===== config.mk =====
export PLATFORM = sky130hd
export DESIGN_NAME = awg_cmd_parser
export DESIGN_NICKNAME = d
export VERILOG_FILES = /design/src/rtl/awg_cmd_pkg.sv /design/src/rtl/awg_strobe_sync.sv /design/src/rtl/awg_cmd_parser.sv
export SDC_FILE = /design/constraint.sdc
export NUM_CORES = 1
export LEC_CHECK = 0
export CORE_ASPECT_RATIO = 0.75
export CORE_MARGIN = 5
export CORE_UTILIZATION = 50
export DETAILED_ROUTE_END_ITERATION = 7
export PLACE_DENSITY = 0.72
export SLEW_MARGIN = 15
export SYNTH_ARGS = -nofsm -noshare
export SYNTH_HDL_FRONTEND = slang
export SYNTH_SLANG_ARGS = --single-unit

===== constraint.sdc =====
create_clock -name clk -period 2.9 [get_ports clk]
set_input_delay 0.435 -clock clk [delete_from_list [all_inputs] [get_ports clk]]
set_output_delay 0.435 -clock clk [all_outputs]
set_load 0.01 [all_outputs]

===== src/rtl/awg_cmd_pkg.sv =====
// Shared constants for the AWG command parser: ASCII codes, FSM state
// encoding, field indices and a character classifier.
package awg_cmd_pkg;

    localparam logic [7:0] CH_0     = 8'h30;
    localparam logic [7:0] CH_9     = 8'h39;
    localparam logic [7:0] CH_COMMA = 8'h2C;
    localparam logic [7:0] CH_SEMI  = 8'h3B;
    localparam logic [7:0] CH_LF    = 8'h0A;
    localparam logic [7:0] CH_CR    = 8'h0D;
    localparam logic [7:0] CH_SP    = 8'h20;
    localparam logic [7:0] CH_CLR   = 8'h64;

    localparam logic [1:0] IDLE  = 2'd0;
    localparam logic [1:0] FIELD = 2'd1;
    localparam logic [1:0] ERROR = 2'd2;

    localparam logic [1:0] F_WAVE  = 2'd0;
    localparam logic [1:0] F_FREQ  = 2'd1;
    localparam logic [1:0] F_AMP   = 2'd2;
    localparam logic [1:0] F_PHASE = 2'd3;

    localparam int NUM_FIELDS = 4;

    typedef enum logic [2:0] {
        CC_DIGIT,
        CC_SEP,
        CC_TERM,
        CC_CLR,
        CC_IGN,
        CC_BAD
    } char_class_t;

    function automatic char_class_t classify(input logic [7:0] ch);
        if (ch >= CH_0 && ch <= CH_9)       return CC_DIGIT;
        if (ch == CH_COMMA)                 return CC_SEP;
        if (ch == CH_SEMI || ch == CH_LF)   return CC_TERM;
        if (ch == CH_CLR)                   return CC_CLR;
        if (ch == CH_CR || ch == CH_SP)     return CC_IGN;
        return CC_BAD;
    endfunction

endpackage


===== src/rtl/awg_strobe_sync.sv =====
// Brings the asynchronous UART byte-ready strobe into the clk domain with a
// two-flop synchroniser and emits a one-cycle pulse on its rising edge. The
// pulse is high during the third clock after rd rises.
module awg_strobe_sync (
    input  logic clk,
    input  logic rst,
    input  logic i_rd,
    output logic o_pulse
);

    logic [2:0] r_sync;

    // Shift rd through two metastability flops plus one history flop
    always_ff @(posedge clk or posedge rst) begin
        if (rst) begin
            r_sync <= 3'b000;
        end else begin
            r_sync <= {r_sync[1:0], i_rd};
        end
    end

    assign o_pulse = r_sync[1] & ~r_sync[2];

endmodule


===== src/rtl/awg_cmd_parser.sv =====
// ASCII command parser for the AWG control path. Parses
// "wave,freq,amp,phase" decimal fields, range-checks each one and commits
// all four atomically on ';' or LF. 'd' restores the defaults.
// Optional build macro AWG_CMD_TIMEOUT_EN: aborts a partial command after
// TIMEOUT_CYC idle cycles and reports it on cmd_err.
module awg_cmd_parser
    import awg_cmd_pkg::*;
#(
    parameter int                 WAVE_W      = 3,
    parameter int                 FREQ_W      = 12,
    parameter int                 AMP_W       = 4,
    parameter int                 PHASE_W     = 8,
    parameter int                 MAX_DIGITS  = 5,
    parameter logic [WAVE_W-1:0]  DEF_WAVE    = '0,
    parameter logic [FREQ_W-1:0]  DEF_FREQ    = '0,
    parameter logic [AMP_W-1:0]   DEF_AMP     = '0,
    parameter logic [PHASE_W-1:0] DEF_PHASE   = '0,
    parameter int                 TIMEOUT_CYC = 1000000
) (
    input  logic               clk,
    input  logic               rst,
    input  logic [7:0]         cmd,
    input  logic               rd,
    output logic [WAVE_W-1:0]  state,
    output logic [FREQ_W-1:0]  state_freq,
    output logic [AMP_W-1:0]   state_amp,
    output logic [PHASE_W-1:0] state_phase,
    output logic               cmd_upd,
    output logic               cmd_err,
    output logic               busy
);

    // Elaboration-time sanity checks on the configuration
    if (MAX_DIGITS < 1 || MAX_DIGITS > 5) begin : g_bad_digits
        $error("awg_cmd_parser: MAX_DIGITS must be in 1..5");
    end
    if (TIMEOUT_CYC < 2) begin : g_bad_timeout
        $error("awg_cmd_parser: TIMEOUT_CYC must be at least 2");
    end

    logic                w_strobe;
    char_class_t         w_cls;
    logic [7:0]          w_digit;
    logic [16:0]         w_acc_next;
    logic                w_fits;
    logic                w_clear;
    logic                w_commit;
    logic                w_reject;
    logic                w_timeout;
    logic                w_busy;

    logic [1:0]          r_fsm;
    logic [1:0]          r_idx;
    logic [16:0]         r_acc;
    logic [2:0]          r_cnt;
    logic [3:0]          r_set;

    logic [WAVE_W-1:0]   r_sh_wave;
    logic [FREQ_W-1:0]   r_sh_freq;
    logic [AMP_W-1:0]    r_sh_amp;
    logic [PHASE_W-1:0]  r_sh_phase;

    logic [WAVE_W-1:0]   r_wave,  w_new_wave;
    logic [FREQ_W-1:0]   r_freq,  w_new_freq;
    logic [AMP_W-1:0]    r_amp,   w_new_amp;
    logic [PHASE_W-1:0]  r_phase, w_new_phase;
    logic                r_upd;
    logic                r_err;

    // True when the accumulated value fits the output width of field idx
    function automatic logic fits(input logic [1:0] idx, input logic [16:0] v);
        case (idx)
            F_WAVE:  return (v >> WAVE_W)  == 17'd0;
            F_FREQ:  return (v >> FREQ_W)  == 17'd0;
            F_AMP:   return (v >> AMP_W)   == 17'd0;
            default: return (v >> PHASE_W) == 17'd0;
        endcase
    endfunction

    awg_strobe_sync u_sync (
        .clk     (clk),
        .rst     (rst),
        .i_rd    (rd),
        .o_pulse (w_strobe)
    );

    assign w_cls      = classify(cmd);
    assign w_digit    = cmd - CH_0;
    assign w_acc_next = r_acc * 17'd10 + {9'd0, w_digit};
    assign w_fits     = fits(r_idx, r_acc);
    assign w_busy     = (r_fsm != IDLE);

    // Clear is honoured in every state; a terminator either commits or rejects
    assign w_clear  = w_strobe && (w_cls == CC_CLR);
    assign w_commit = w_strobe && (w_cls == CC_TERM) && (r_fsm == FIELD) && w_fits;
    assign w_reject = (w_strobe && (w_cls == CC_TERM) &&
                       (((r_fsm == FIELD) && !w_fits) || (r_fsm == ERROR)))
                      || w_timeout;

`ifdef AWG_CMD_TIMEOUT_EN
    localparam int TO_W = $clog2(TIMEOUT_CYC + 1);
    logic [TO_W-1:0] r_to_cnt;

    // Idle counter: runs while a command is open, restarts on every character
    always_ff @(posedge clk or posedge rst) begin
        if (rst) begin
            r_to_cnt <= '0;
        end else if (!w_busy || w_strobe) begin
            r_to_cnt <= '0;
        end else begin
            r_to_cnt <= r_to_cnt + TO_W'(1);
        end
    end

    assign w_timeout = w_busy && !w_strobe && (r_to_cnt == TO_W'(TIMEOUT_CYC - 1));
`else
    assign w_timeout = 1'b0;
`endif

    // Values presented on commit: the field being closed takes the
    // accumulator, earlier non-empty fields their shadow, the rest hold
    always_comb begin
        w_new_wave  = r_set[F_WAVE]  ? r_sh_wave  : r_wave;
        w_new_freq  = r_set[F_FREQ]  ? r_sh_freq  : r_freq;
        w_new_amp   = r_set[F_AMP]   ? r_sh_amp   : r_amp;
        w_new_phase = r_set[F_PHASE] ? r_sh_phase : r_phase;
        if (r_cnt != 3'd0) begin
            case (r_idx)
                F_WAVE:  w_new_wave  = r_acc[WAVE_W-1:0];
                F_FREQ:  w_new_freq  = r_acc[FREQ_W-1:0];
                F_AMP:   w_new_amp   = r_acc[AMP_W-1:0];
                default: w_new_phase = r_acc[PHASE_W-1:0];
            endcase
        end
    end

    // Parser state, field accumulator and per-field shadow registers
    always_ff @(posedge clk or posedge rst) begin
        if (rst) begin
            r_fsm      <= IDLE;
            r_idx      <= F_WAVE;
            r_acc      <= '0;
            r_cnt      <= '0;
            r_set      <= '0;
            r_sh_wave  <= DEF_WAVE;
            r_sh_freq  <= DEF_FREQ;
            r_sh_amp   <= DEF_AMP;
            r_sh_phase <= DEF_PHASE;
        end else if (w_strobe) begin
            if (w_cls == CC_CLR) begin
                r_fsm <= IDLE;
            end else begin
                case (r_fsm)
                    IDLE: begin
                        case (w_cls)
                            CC_DIGIT: begin
                                r_fsm <= FIELD;
                                r_idx <= F_WAVE;
                                r_acc <= {9'd0, w_digit};
                                r_cnt <= 3'd1;
                                r_set <= '0;
                            end
                            CC_SEP: begin
                                r_fsm <= FIELD;
                                r_idx <= F_FREQ;
                                r_acc <= '0;
                                r_cnt <= '0;
                                r_set <= '0;
                            end
                            CC_BAD:  r_fsm <= ERROR;
                            default: ;
                        endcase
                    end
                    FIELD: begin
                        case (w_cls)
                            CC_DIGIT: begin
                                if (r_cnt == 3'(MAX_DIGITS)) begin
                                    r_fsm <= ERROR;
                                end else begin
                                    r_acc <= w_acc_next;
                                    r_cnt <= r_cnt + 3'd1;
                                end
                            end
                            CC_SEP: begin
                                if (!w_fits || r_idx == 2'(NUM_FIELDS - 1)) begin
                                    r_fsm <= ERROR;
                                end else begin
                                    if (r_cnt != 3'd0) begin
                                        r_set[r_idx] <= 1'b1;
                                        case (r_idx)
                                            F_WAVE:  r_sh_wave  <= r_acc[WAVE_W-1:0];
                                            F_FREQ:  r_sh_freq  <= r_acc[FREQ_W-1:0];
                                            F_AMP:   r_sh_amp   <= r_acc[AMP_W-1:0];
                                            default: r_sh_phase <= r_acc[PHASE_W-1:0];
                                        endcase
                                    end
                                    r_idx <= r_idx + 2'd1;
                                    r_acc <= '0;
                                    r_cnt <= '0;
                                end
                            end
                            CC_TERM: r_fsm <= IDLE;
                            CC_BAD:  r_fsm <= ERROR;
                            default: ;
                        endcase
                    end
                    ERROR: begin
                        if (w_cls == CC_TERM) begin
                            r_fsm <= IDLE;
                        end
                    end
                    default: r_fsm <= IDLE;
                endcase
            end
        end else if (w_timeout) begin
            r_fsm <= IDLE;
        end
    end

    // Committed outputs and the update/error strobes
    always_ff @(posedge clk or posedge rst) begin
        if (rst) begin
            r_wave  <= DEF_WAVE;
            r_freq  <= DEF_FREQ;
            r_amp   <= DEF_AMP;
            r_phase <= DEF_PHASE;
            r_upd   <= 1'b0;
            r_err   <= 1'b0;
        end else begin
            if (w_clear) begin
                r_wave  <= DEF_WAVE;
                r_freq  <= DEF_FREQ;
                r_amp   <= DEF_AMP;
                r_phase <= DEF_PHASE;
            end else if (w_commit) begin
                r_wave  <= w_new_wave;
                r_freq  <= w_new_freq;
                r_amp   <= w_new_amp;
                r_phase <= w_new_phase;
            end
            r_upd <= w_clear | w_commit;
            r_err <= w_reject & ~w_clear;
        end
    end

    assign state       = r_wave;
    assign state_freq  = r_freq;
    assign state_amp   = r_amp;
    assign state_phase = r_phase;
    assign cmd_upd     = r_upd;
    assign cmd_err     = r_err;
    assign busy        = w_busy;

endmodule


[Word level (Yosys, flattened, before mapping)]
Index checks and enable logic that the tools add are counted.
Word-level totals
  register bits after elaboration: 87
  bits of input ports: 11
  output and inout bits: 30
  logic and storage cells: 171
Cells by class
  $add $sub $neg: 4
  multipliers: 1
  $lt $le $gt $ge: 4
  eq/ne operators: 29
  muxes and demuxes: 74
  bitwise gates (word level): 9
  reductions and logical operators: 34
Operators by type and width (count)
  case mux 17 bit (2 select lines): 3
  zero test 17 bit: 4
  2-to-1 mux 12 bit: 5
  2-to-1 mux 3 bit: 17
  AND reduction 7 bit: 6
  2-to-1 mux 8 bit: 5
  2-to-1 mux 4 bit: 9
  2-to-1 mux 17 bit: 2
  equality test 8 x 6 -> 1 bit (second input constant): 3
  case mux 3 bit (2 select lines): 3
  adder 17 x 8 -> 17 bit: 1
  multiplier 17 x 3 -> 16 bit (second input constant): 1
  equality test 8 x 4 -> 1 bit (second input constant): 2
  2-to-1 mux 1 bit: 16
  2-to-1 mux 2 bit: 6
  != test 4 bit (second input constant): 3
  case mux 2 bit (2 select lines): 3
  AND reduction 6 bit: 2
  != test 3 bit (second input constant): 3
  equality test 8 x 7 -> 1 bit (second input constant): 1
  >= comparator 8 x 6 -> 1 bit (second input constant): 1
  less-or-equal comparator 8 x 6 -> 1 bit (second input constant): 1
  logical AND 1 bit: 8
  case mux 2 bit (4 select lines): 1
  31 further kinds: 49

[Longest topological paths before layout]
Gate-level depths: netlist of the first run.
  depth in word-level cells: 24
  depth in mapped cells: 13
  depth with buffers taken out: 13

[Cells and area by module]
From an unflattened synthesis of the first run, not the netlist that was laid out.
Unflattened totals
  cells, all modules: 541
  area total of the unflattened synthesis: 5396.4 sq um
By module, submodules not included
  awg_cmd_parser: instances 1, cells an instance 536, area each 5303.8 sq um, sequential area each 2102.0 sq um
  awg_strobe_sync: instances 1, cells an instance 5, area each 92.6 sq um, sequential area each 75.1 sq um

[Worst setup path after synthesis of the first run]
No wires, ideal clock.
  kind: register to register
  from: register r_acc[1]
  to: register r_acc[15]
  library setup time: 0.135 ns
  data arrival time: 2.913 ns
  required time: 2.765 ns
  setup slack: -0.148 ns
  cell stages (with the launch flop): 14
  path buffers: 1
  period minus slack after synthesis: 3.048 ns
  cell sequence: dfrtp_1 -> ha_1 -> ha_1 -> inv_1 -> fa_1 -> nor2b_1 -> o2111ai_1 -> and2_0 -> buf_2 -> o221a_2 -> nor4_2 -> nand4_1 -> xnor2_1 -> o21ai_0
Between the ends
  longest elaborated chain between the ends: 5
RTL lines
  from (decl): line awg_cmd_parser.sv:54  | logic [16:0] r_acc;
  from (signal assigned): line awg_cmd_parser.sv:159  | r_acc <= {9'd0, w_digit};
  from (signal assigned): line awg_cmd_parser.sv:180  | r_acc <= w_acc_next;
  multiplier 17 x 3 -> 16 bit: line awg_cmd_parser.sv:89  | assign w_acc_next = r_acc * 17'd10 + {9'd0, w_digit};
  adder 17 x 8 -> 17 bit: line awg_cmd_parser.sv:89
  2-to-1 mux 17 bit: line awg_cmd_parser.sv:177  | if (r_cnt == 3'(MAX_DIGITS)) begin
  case mux 17 bit (2 select lines): line awg_cmd_parser.sv:175  | case (w_cls)
  case mux 17 bit (2 select lines): line awg_cmd_parser.sv:153  | case (r_fsm)
No other way between the ends. The select of a mux whose other input is x is not followed.
A chain may end at the register's enable or synchronous reset.

[Final worst setup path of the first run]
  from: register r_acc[3]
  to: register r_acc[9]
Between the ends
  longest elaborated chain between the ends: 6
  elaborated cells on any way between the ends: 11
  those cells by class: add/sub: 1; mul: 1; eq/ne: 1; mux: 4; reduce/logical: 4
RTL lines
  branches (longest 6 deep; another with multiplier 17 x 3 -> 16 bit)
Several ways; the timed one is not identified. The select of a mux whose other input is x is not followed.

==> results of run 1 <==
==> sequential cells by signal, indices dropped and copies added, names as in the netlist, 2 cells and up <==
signal	flops
r_acc	17
r_sh_freq	12
state_freq	12
r_sh_phase	8
state_phase	8
r_set	4
r_sh_amp	4
state_amp	4
r_cnt	3
r_sh_wave	3
state	3
u_sync.r_sync	3
r_fsm	2
r_idx	2
==> area by class of cell <==
class | instances | area (um^2)
Clock buffer | 10 | 239.0
Clock inverter | 5 | 35.03
Fill cell | 882 | 3960
Inverter | 24 | 91.34
Multi-Input combinational cell | 448 | 3309
Sequential cell | 87 | 2181
Tap cell | 140 | 175.2
Timing Repair Buffer | 99 | 868.3
==> logic make-up (layout without fill, tap and decap cells) <==
group,count (synthesis),count (layout)
compound gates,152,152
xor+xnor,25,25
buf+inv,59,138
mux,50,50
fa+ha+maj,44,44
simple gates,177,177
flops,87,87
==> worst max-delay path, cell delays in order, from the launching register on <==
cell and delay [ns]:
dfrtp_2 0.44, ha_4 0.28, ha_4 0.12, inv_2 0.03, fa_2 0.37, xnor2_1 0.14
ha_1 0.35, o21a_1 0.24, a21oi_4 0.21, o22ai_1 0.10, o21ai_1 0.19, a211oi_2 0.11
a21o_1 0.16
==> path summary, 6_finish.rpt <==
check | to | slack (ns) | depth (start not counted)
hold / removal | u_sync.r_sync[1] | 0.35 | 0
max in group asynchronous | r_acc[3] | 1.75 | 3
setup reg to reg | r_acc[9] | 0.05 | 12
hold reg to reg | u_sync.r_sync[1] | 0.35 | 0
min in group asynchronous | state_phase[3] | 0.49 | 2
setup / recovery | r_acc[9] | 0.05 | 12
==> power by group through the flow <==
stage	logic, mW	clock network (mW)	registers [mW]
CTS	1.99	1.10	1.40
floorplan	1.23	0	1.42
global placement	1.85	0	1.42
global route	2.37	1.14	1.42
finish	2.18	1.08	1.41
detailed placement	1.91	0	1.43
==> Yosys cell counts, types with 2 or more instances <==
cell and n:
nand4_1 6, xnor2_1 18, nor3_1 5, o21ai_0 60, a21o_1 8, and3_1 3
o211ai_1 3, mux2_2 15, a211oi_1 7, dfrtp_1 87, ha_1 42, mux2_1 5
fa_1 2, buf_6 4, nor2_1 29, o21a_1 4, mux2i_1 30, o21ai_1 20
and2_1 3, nand2b_1 5, buf_2 3, or4_1 2, a21oi_1 17, inv_1 24
a31oi_1 6, nand2_1 88, nor2b_1 7, buf_1 2, xor2_1 7, a221o_1 3
or2_2 4, a22oi_1 2, nor3b_1 2, a22o_1 5, clkbuf_1 26, nor4_1 4
o22ai_1 2, nand3_1 11
==> repair_timing <==
item                                    CTS  global route
gates resized for setup                  10            28
setup buffers                             2             4
endpoints found under the hold margin     0             0
endpoints found under the setup margin    8             8
pin swaps                                 8            17
==> metrics by stage <==
| stage | hold slack, ns | power [mW] | setup TNS, ns | instances |
|---|---|---|---|---|
| finish | 0.3537 | 4.667 | 0 | 813 |
| global route | 0.3694 | 4.934 | -0.2570 | 813 |
| CTS | 0.3544 | 4.491 | 0 | 809 |
| detailed placement | 0.3396 | 3.340 | -3.557 | 792 |
| global placement | 0.3323 | 3.266 | -1.864 | 792 |
| floorplan | 0.3312 | 2.651 | 0 | 594 |
==> routing by layer <==
| metal | vias up | global-route usage | part of all wire |
|---|---|---|---|
| li1 | 2246 | - | - |
| met1 | 2260 | 0.3045 | 0.50 |
| met2 | 115 | 0.3288 | 0.45 |
| met3 | 11 | 0.03244 | 0.038 |
| met4 | 0 | 0.06482 | 0.010 |
| met5 | - | 0 | 0 |
==> reports/results.tsv, run 1 <==
stage	metric	value	unit
synthesis	area leader, netlist	dfrtp_1	
global_routing	initial antenna violation count	0	
floorplanning	Die Y	100.9	um
global_routing	first-pass GRT wire length	23.20	mm
power_and_ir_drop	Leakage	3.217	nW
synthesis	Cell Area, Synth	5514	um^2
clock_network	Worst-Skew Late Latency	0.34	ns
timing	Final min period	2.849	ns
synthesis	Simple-Gate Fraction of Synth Area	0.1523	
timing	actual slew at the worst max-slew pin	0.7290	ns
timing	Hold Fails Final Rpt	0	
timing	fin crit share	0.9824	
route	initial DRC count	274	
route	routed via count	4632	
floorplanning	Ports	41	
synthesis	post-synthesis compound-gate area fraction	0.1690	
route	drt first pass iters	5	
clock_network	Num CTS Buffers	9	
clock_network	clk root buf	clkbuf_16	
synthesis	ys flop type	dfrtp_1	
power_and_ir_drop	Peak VDD IR	0.8845	mV
critical_path	Worst setup startpoint	r_acc[3]	
timing	f_max	351.0	MHz
synthesis	post-synthesis mux area share	0.09530	
power_and_ir_drop	Power Dens Cells	676.5	nW/um^2
power_and_ir_drop	Flop pwr share	0.302	
floorplanning	Core Area	10860	um^2
timing	max-slew violation count	0	
clock_network	H-tree lvl count	3	
placed_design	pre-CTS setup slack	-0.1324	ns
timing	Layout Skew	0.008514	ns
critical_path	Reg-to-Reg Start	r_acc[3]	
route	Post-route DRC	0	
timing	final setup violation count	0	
synthesis	post-synth top area share	0.3948	
hold_path	worst hold path type	flop to flop	
global_routing	largest net degree at the start of global routing	41	
synthesis	post-synthesis register bit count	87	
power_and_ir_drop	NetSw	1.756	mW
clock_network	clk sinks	87	
synthesis	Mean Syn Cell Area	9.283	um^2
clock_network	CTS tree	yes	
route	DRT antenna net count	0	
layout	ANT cells	0	
power_and_ir_drop	Power Internal	2.911	mW
layout	most frequent cells in the layout	88 x nand2_1, 84 x dfrtp_1, 57 x buf_4	
synthesis	largest cells by area after synthesis	dfrtp_1 39%, ha_1 9.5%, nand2_1 6.0%	
layout	share of cells above drive strength 1	0.2051	
route	Wirelength per Cell	17.00	um
layout	final instance area	6899	um^2
power_and_ir_drop	switching part of the total	0.3763	
outcome	status	complete, no violations	
hold_path	HP Start	u_sync.r_sync[0]	
placed_design	HPWL after detailed placement	10.04	mm
timing	max_slew headroom	0.5140	
layout	final net count	724	
global_routing	number of global-route vias before repair	4566	
critical_path	Critical Path RT	3.13	ns
synthesis	Ys Warns	0	
route	overall routed net length	13.82	mm
timing	RSZ-0062 raised after global routing	true	
synthesis	count of cell types in the netlist	61	
global_routing	global route overflow	0	
floorplanning	die area	13250	um^2
critical_path	CP startpoint kind	flop	
critical_path	Max Fanout on Critical Path	5	
synthesis	Syn Inst Count	594	
floorplanning	Starting Density	0.5078	
global_routing	total track usage	0.2108	
clock_network	hold_buf cts	0	
critical_path	CP arrival	3.08	ns
synthesis	Seq/Total Area, Yosys	0.3948	
layout	Layout area overhead	25.12	%
run	max cap viols	0	
floorplanning	Chip Width	131.3	um
synthesis	Post-Synth Adder-Cell Area	0.1026	
critical_path	WS Path Type	flop to flop	
placed_design	placed inst area	6420	um^2
placed_design	RePlAce Congestion	0.8291	
synthesis	FFs w/ async S/R, synth	1.000	
power_and_ir_drop	part of the power in combinational logic	0.467	
floorplanning	Rows	33	
synthesis	post-synthesis xor/xnor area fraction	0.03971	
timing	final worst slack	0.05108	ns
synthesis	number of flops mapped to enable cells by yosys	0	
synthesis	main combinational cell family by area after synthesis	compound AO/OA/AOI/OAI gates	
clock_network	maximum clock path buffer count	2	
power_and_ir_drop	Clock power frac	0.231	
clock_network	Worst-path clk slew	0.06	ns
synthesis	Syn Nets	649	
placed_design	port bufs	40	
layout	most common cell after layout, fill and taps aside	nand2_1	
critical_path	Setup crit end kind	flop	
layout	fin util	0.6353	
route	drt via density	5.697	
Note: power is estimated with default switching activity, not from simulation.
==> run 2: changes to the inputs <==
- CORE_UTILIZATION: 50 -> 45
- PLACE_DENSITY: 0.72 -> 0.66
==> reports/results.tsv, run 2 (synthesized netlist as in run 1, its figures left out) <==
stage	metric	value	unit
outcome	status	complete, no violations	
power_and_ir_drop	switching part of the total	0.3686	
layout	final net count	735	
layout	most frequent cells in the layout	88 x nand2_1, 85 x dfrtp_1, 67 x buf_4	
critical_path	Crit-path slowest cell	dfrtp_2	
layout	share of cells above drive strength 1	0.2175	
hold_path	worst hold path type	flop to flop	
run	max cap viols	0	
placed_design	HPWL after detailed placement	10.13	mm
power_and_ir_drop	Power Internal	3.010	mW
layout	register area	2180	um^2
global_routing	first-pass GRT wire length	22.66	mm
timing	setup TNS	0	ns
route	Post-route DRC	0	
timing	Hold Fails Final Rpt	0	
critical_path	R2R cell count	12	
clock_network	clk root buf	clkbuf_16	
global_routing	initial antenna violation count	0	
power_and_ir_drop	Power Dens Cells	676.9	nW/um^2
critical_path	WS Path Type	flop to flop	
critical_path	Crit path max-delay family	adder cells	
route	WL met3	658	um
critical_path	WP buf/inv	1	
clock_network	H-tree lvl count	3	
power_and_ir_drop	part of the power in combinational logic	0.480	
floorplanning	Chip Width	137.8	um
layout	max FFs per register	17	
clock_network	Num CTS Buffers	9	
layout	Top reg by flops	r_acc	
global_routing	number of global-route vias before repair	4586	
route	routed via count	4689	
timing	max-slew violation count	0	
timing	Hold Slack	0.3601	ns
power_and_ir_drop	Clock power frac	0.224	
route	Wirelength per Cell	16.17	um
global_routing	largest net degree at the start of global routing	88	
floorplanning	Rows	35	
route	initial DRC count	301	
critical_path	Critical Path RT	3.12	ns
critical_path	CP most frequent cell	ha_4	
timing	Layout Skew	0.006437	ns
timing	f_max	354.9	MHz
critical_path	CP startpoint kind	flop	
timing	fin crit share	0.9717	
critical_path	slowest cell delay on critical path	0.43	ns
critical_path	Setup crit end kind	flop	
timing	final setup violation count	0	
route	DRT antenna net count	0	
layout	most common cell after layout, fill and taps aside	nand2_1	
floorplanning	Ports	41	
route	overall routed net length	13.76	mm
floorplanning	Die Y	105.9	um
critical_path	cell depth of the worst setup path	12	
layout	final cell count without fillers	851	
placed_design	Inst Count DP	830	
route	Top Layer Used	met4	
power_and_ir_drop	Leakage	3.298	nW
route	metal1 wirelength	6.690	mm
hold_path	hold depth	0	
critical_path	crit-path cells	ha_4, ha_4, inv_2, fa_2, xnor2_1, ha_1, o21a_1, a21oi_4, o22ai_1, o21ai_1, a211oi_2, a21o_1	
critical_path	Max Fanout on Critical Path	5	
floorplanning	Core Area	12130	um^2
timing	RSZ-0062 raised after global routing	true	
power_and_ir_drop	NetSw	1.758	mW
timing	actual slew at the worst max-slew pin	0.7185	ns
global_routing	total track usage	0.1932	
layout	ANT cells	0	
global_routing	global route overflow	0	
route	met2 routed WL	6.242	mm
power_and_ir_drop	Flop pwr share	0.296	
timing	Final min period	2.818	ns
layout	Multi-input gate area	3333	um^2
clock_network	CTS tree	yes	
power_and_ir_drop	Total Power	4.768	mW
layout	Layout area overhead	27.75	%
floorplanning	die area	14590	um^2
clock_network	clk sinks	87	
layout	FILL cells	1039	
placed_design	port bufs	40	
placed_design	RePlAce Congestion	0.8847	
timing	max_slew headroom	0.5210	
route	drt via density	5.510	
layout	fin util	0.5807	
floorplanning	Starting Density	0.4546	
clock_network	Worst-path clk slew	0.06	ns
clock_network	Worst-Skew Late Latency	0.34	ns
critical_path	CP arrival	3.04	ns
route	drt first pass iters	4	
power_and_ir_drop	Peak VDD IR	0.8445	mV
clock_network	maximum clock path buffer count	2	
==> run 2: changes by cell type in the layout (fill, tap and decap cells not counted), sizes merged <==
| cell | delta |
|---|---|
| buf | +11 |
| clkbuf | +3 |
| clkinv | -2 |
==> run 2: repair_timing <==
item	4_1_cts	5_1_grt
setup endpoints to repair	7	8
resized for setup	13	29
gates cloned	0	0
setup buffers	3	2
endpoints found under the hold margin	0	0
pin swaps	15	10
hold buffers	0	0
==> run 2: worst register-to-register path, cell delays in order (launching register included) <==
cell,delay (ns)
dfrtp_2,0.43
ha_4,0.28
ha_4,0.13
inv_2,0.03
fa_2,0.37
xnor2_1,0.15
ha_1,0.34
o21a_1,0.25
a21oi_4,0.22
o22ai_1,0.09
o21ai_1,0.15
a211oi_2,0.11
a21o_1,0.17
==> run 2: area by class of cell <==
class,count,share of cell area
Inverter,24,0.01297
Tap cell,166,0.02948
Clock buffer,13,0.03694
Clock inverter,3,0.002487
Timing Repair Buffer,110,0.1355
Sequential cell,87,0.3094
Multi-Input combinational cell,448,0.4732
==> run 2: power groups by stage <==
stage / combinational, mW / clock, mW / sequential (mW)
4_1_cts: 2.05 / 1.09 / 1.41
5_1_grt: 2.51 / 1.14 / 1.42
6_report: 2.29 / 1.07 / 1.41
3_3_place_gp: 1.93 / 0 / 1.42
3_5_place_dp: 1.98 / 0 / 1.43
2_1_floorplan: 1.23 / 0 / 1.42
==> run 2: per-layer routing <==
layer,up-vias,global-route usage
li1,2268,-
met1,2283,0.2795
met2,119,0.3001
met3,19,0.03674
met4,0,0.04302
met5,-,0
==> run 2: worst paths after layout <==
check | from | to | slack [ns]
max | r_acc[3] | r_acc[9] | 0.08
min | u_sync.r_sync[0] | u_sync.r_sync[1] | 0.36
max reg2reg | r_acc[3] | r_acc[9] | 0.08
min reg2reg | u_sync.r_sync[0] | u_sync.r_sync[1] | 0.36
max in group asynchronous | rst | state_freq[10] | 2.01
min in group asynchronous | rst | state_phase[2] | 0.52
==> run 2: through the flow <==
stage                     area [um^2]  setup slack (ns)
after floorplan                  5585           0.01073
after global placement           6543          -0.08846
after detailed placement         6543           -0.1706
after CTS                        6894          -0.02592
after global routing             7044           -0.1004
final                            7044           0.08219
==> run 3: changes to the inputs <==
- ABC_AREA: unset -> 1
- CTS_CLUSTER_DIAMETER: unset -> 150
- CTS_CLUSTER_SIZE: unset -> 40
==> reports/results.tsv, run 3 <==
stage	metric	value	unit
outcome	status	finished, violations left	
outcome	failing checks	setup timing	
route	routed via count	5651	
synthesis	area leader, netlist	dfrtp_1	
synthesis	post-synthesis register bit count	87	
placed_design	RePlAce Congestion	0.8758	
layout	final net count	920	
critical_path	Max Fanout on Critical Path	4	
timing	Layout Skew	0.006676	ns
synthesis	Seq/Total Area, Yosys	0.3563	
power_and_ir_drop	switching part of the total	0.4646	
synthesis	FFs w/ async S/R, synth	1.000	
layout	most frequent cells in the layout	185 x nand2_1, 99 x inv_1, 87 x dfrtp_1	
timing	actual slew at the worst max-slew pin	0.8608	ns
placed_design	port bufs	40	
route	Post-route DRC	0	
synthesis	Cell Area, Synth	6111	um^2
timing	Final min period	2.936	ns
global_routing	total track usage	0.2035	
synthesis	Syn Nets	867	
synthesis	count leader, synth	nand2_1	
timing	max_slew headroom	0.4261	
clock_network	CTS tree	yes	
synthesis	Syn Inst Count	812	
clock_network	Num CTS Buffers	9	
floorplanning	die area	16030	um^2
power_and_ir_drop	Leakage	3.547	nW
synthesis	ys flop type	dfrtp_1	
synthesis	Ys Warns	0	
floorplanning	Die Y	110.9	um
timing	RSZ-0062 raised after global routing	true	
route	drt first pass iters	5	
synthesis	synth cell count leaders	188 x nand2_1, 101 x inv_1, 87 x dfrtp_1	
placed_design	Inst Count DP	1021	
critical_path	R2R Setup Slk	-0.04	ns
power_and_ir_drop	Peak VDD IR	0.3727	mV
timing	final worst slack	-0.03557	ns
floorplanning	Rows	36	
clock_network	clk sinks	87	
layout	final cell count without fillers	1041	
global_routing	initial antenna violation count	0	
timing	f_max	340.6	MHz
synthesis	post-synth top area share	0.3563	
critical_path	CP arrival	3.20	ns
clock_network	Worst-path clk slew	0.06	ns
layout	max FFs per register	17	
route	DRT antenna net count	0	
power_and_ir_drop	NetSw	2.866	mW
run	max cap viols	0	
critical_path	CP startpoint kind	flop	
timing	final setup violation count	1	
power_and_ir_drop	Total Power	6.169	mW
global_routing	largest net degree at the start of global routing	65	
layout	FILL cells	1219	
power_and_ir_drop	part of the power in combinational logic	0.570	
synthesis	Mean Syn Cell Area	7.526	um^2
floorplanning	Core Area	13150	um^2
power_and_ir_drop	Power Internal	3.303	mW
power_and_ir_drop	Clock power frac	0.182	
global_routing	number of global-route vias before repair	5505	
synthesis	number of flops mapped to enable cells by yosys	0	
floorplanning	Ports	41	
timing	fin crit share	1.012	
floorplanning	Starting Density	0.4646	
layout	share of cells above drive strength 1	0.1690	
timing	setup TNS	-0.03557	ns
critical_path	WS Path Type	flop to flop	
clock_network	Worst-Skew Late Latency	0.34	ns
critical_path	Critical Path RT	3.17	ns
route	Wirelength per Cell	15.14	um
route	overall routed net length	15.77	mm
layout	Layout area overhead	17.90	%
layout	ANT cells	0	
layout	Top reg by flops	r_acc	
clock_network	maximum clock path buffer count	2	
global_routing	first-pass GRT wire length	26.74	mm
synthesis	count of cell types in the netlist	47	
clock_network	H-tree lvl count	3	
timing	Hold Slack	0.3491	ns
timing	Hold Fails Final Rpt	0	
placed_design	HPWL after detailed placement	11.76	mm
power_and_ir_drop	Flop pwr share	0.248	
timing	max-slew violation count	0	
synthesis	largest cells by area after synthesis	dfrtp_1 36%, nand2_1 12%, ha_1 8.6%	
clock_network	clk root buf	clkbuf_16	
layout	most common cell after layout, fill and taps aside	nand2_1	
global_routing	global route overflow	0	
power_and_ir_drop	Power Dens Cells	856.3	nW/um^2
critical_path	Setup crit end kind	flop	
placed_design	pre-CTS setup slack	-0.1748	ns
clock_network	hold_buf cts	0	
route	initial DRC count	391	
hold_path	worst hold path type	flop to flop	
floorplanning	Chip Width	144.6	um
route	drt via density	5.428	
==> run 3: final timing paths <==
kind,startpoint,endpoint,cells after the start
worst max register to register,r_acc[3],r_acc[13],16
worst min register to register,u_sync.r_sync[0],u_sync.r_sync[1],0
max in group asynchronous,rst,state_phase[0],3
min in group asynchronous,rst,state_phase[4],2
worst min-delay path,u_sync.r_sync[0],u_sync.r_sync[1],0
worst max-delay path,r_acc[3],r_acc[13],16
==> run 3: area by class of cell <==
cell class	count	area, um^2	area share
Inverter	119	450.4	0.06252
Timing Repair Buffer	73	673.1	0.09344
Sequential cell	87	2177	0.3022
Clock inverter	2	13.76	0.001910
Multi-Input combinational cell	575	3402	0.4722
Tap cell	171	214.0	0.02970
Clock buffer	14	274.0	0.03803
==> run 3: kinds of logic after synthesis <==
| kind of cell | Yosys count | synth area share |
|---|---|---|
| buffers and inverters | 150 | 0.1026 |
| xor gates and xnor gates | 7 | 0.01003 |
| and+or+nand+nor | 366 | 0.2744 |
| adders and majority gates | 44 | 0.09255 |
| DFF | 87 | 0.3563 |
| AOI/OAI and AO/OA | 158 | 0.1642 |
==> run 3: metal layers <==
metal  global-route usage  wire length [um]  vias up
li1                     -                 -     2785
met3              0.03665               872       25
met2               0.3045              6965      178
met4              0.05034               249        0
met1               0.3035              7677     2663
met5                    0                 0        -
==> run 3: timing repair <==
| action | CTS | global route |
|---|---|---|
| resized for setup | 9 | 13 |
| setup buffers | 2 | 2 |
| pin swaps | 5 | 6 |
| endpoints found under the setup margin | 5 | 7 |
==> run 3: per-stage QoR <==
stage / util / cell area, um^2
after floorplan: - / 6111
after global placement: 0.5164 / 6792
after detailed placement: 0.5164 / 6792
after CTS: 0.5431 / 7143
after global routing: 0.5478 / 7204
final: 0.5478 / 7204
==> run 3: power by group through the flow <==
stage,sequential [mW],combinational [mW],clock (mW)
2_1_floorplan,1.49,2.38,0
3_3_place_gp,1.54,3.13,0
3_5_place_dp,1.55,3.22,0
4_1_cts,1.52,3.35,1.14
5_1_grt,1.55,3.96,1.19
6_report,1.53,3.52,1.12
==> run 3: critical path: stages (launching register included) <==
cell and delay [ns]:
dfrtp_1 0.42, ha_1 0.30, ha_2 0.17, inv_1 0.05, fa_2 0.35, xnor2_1 0.14, ha_1 0.34, nand2_1 0.10
nor2_1 0.09, nand2_1 0.07, nand3_2 0.10, nand2_4 0.08, a21oi_4 0.15, nand2_2 0.11, o21ai_0 0.21, nand3_1 0.12
o21ai_2 0.07
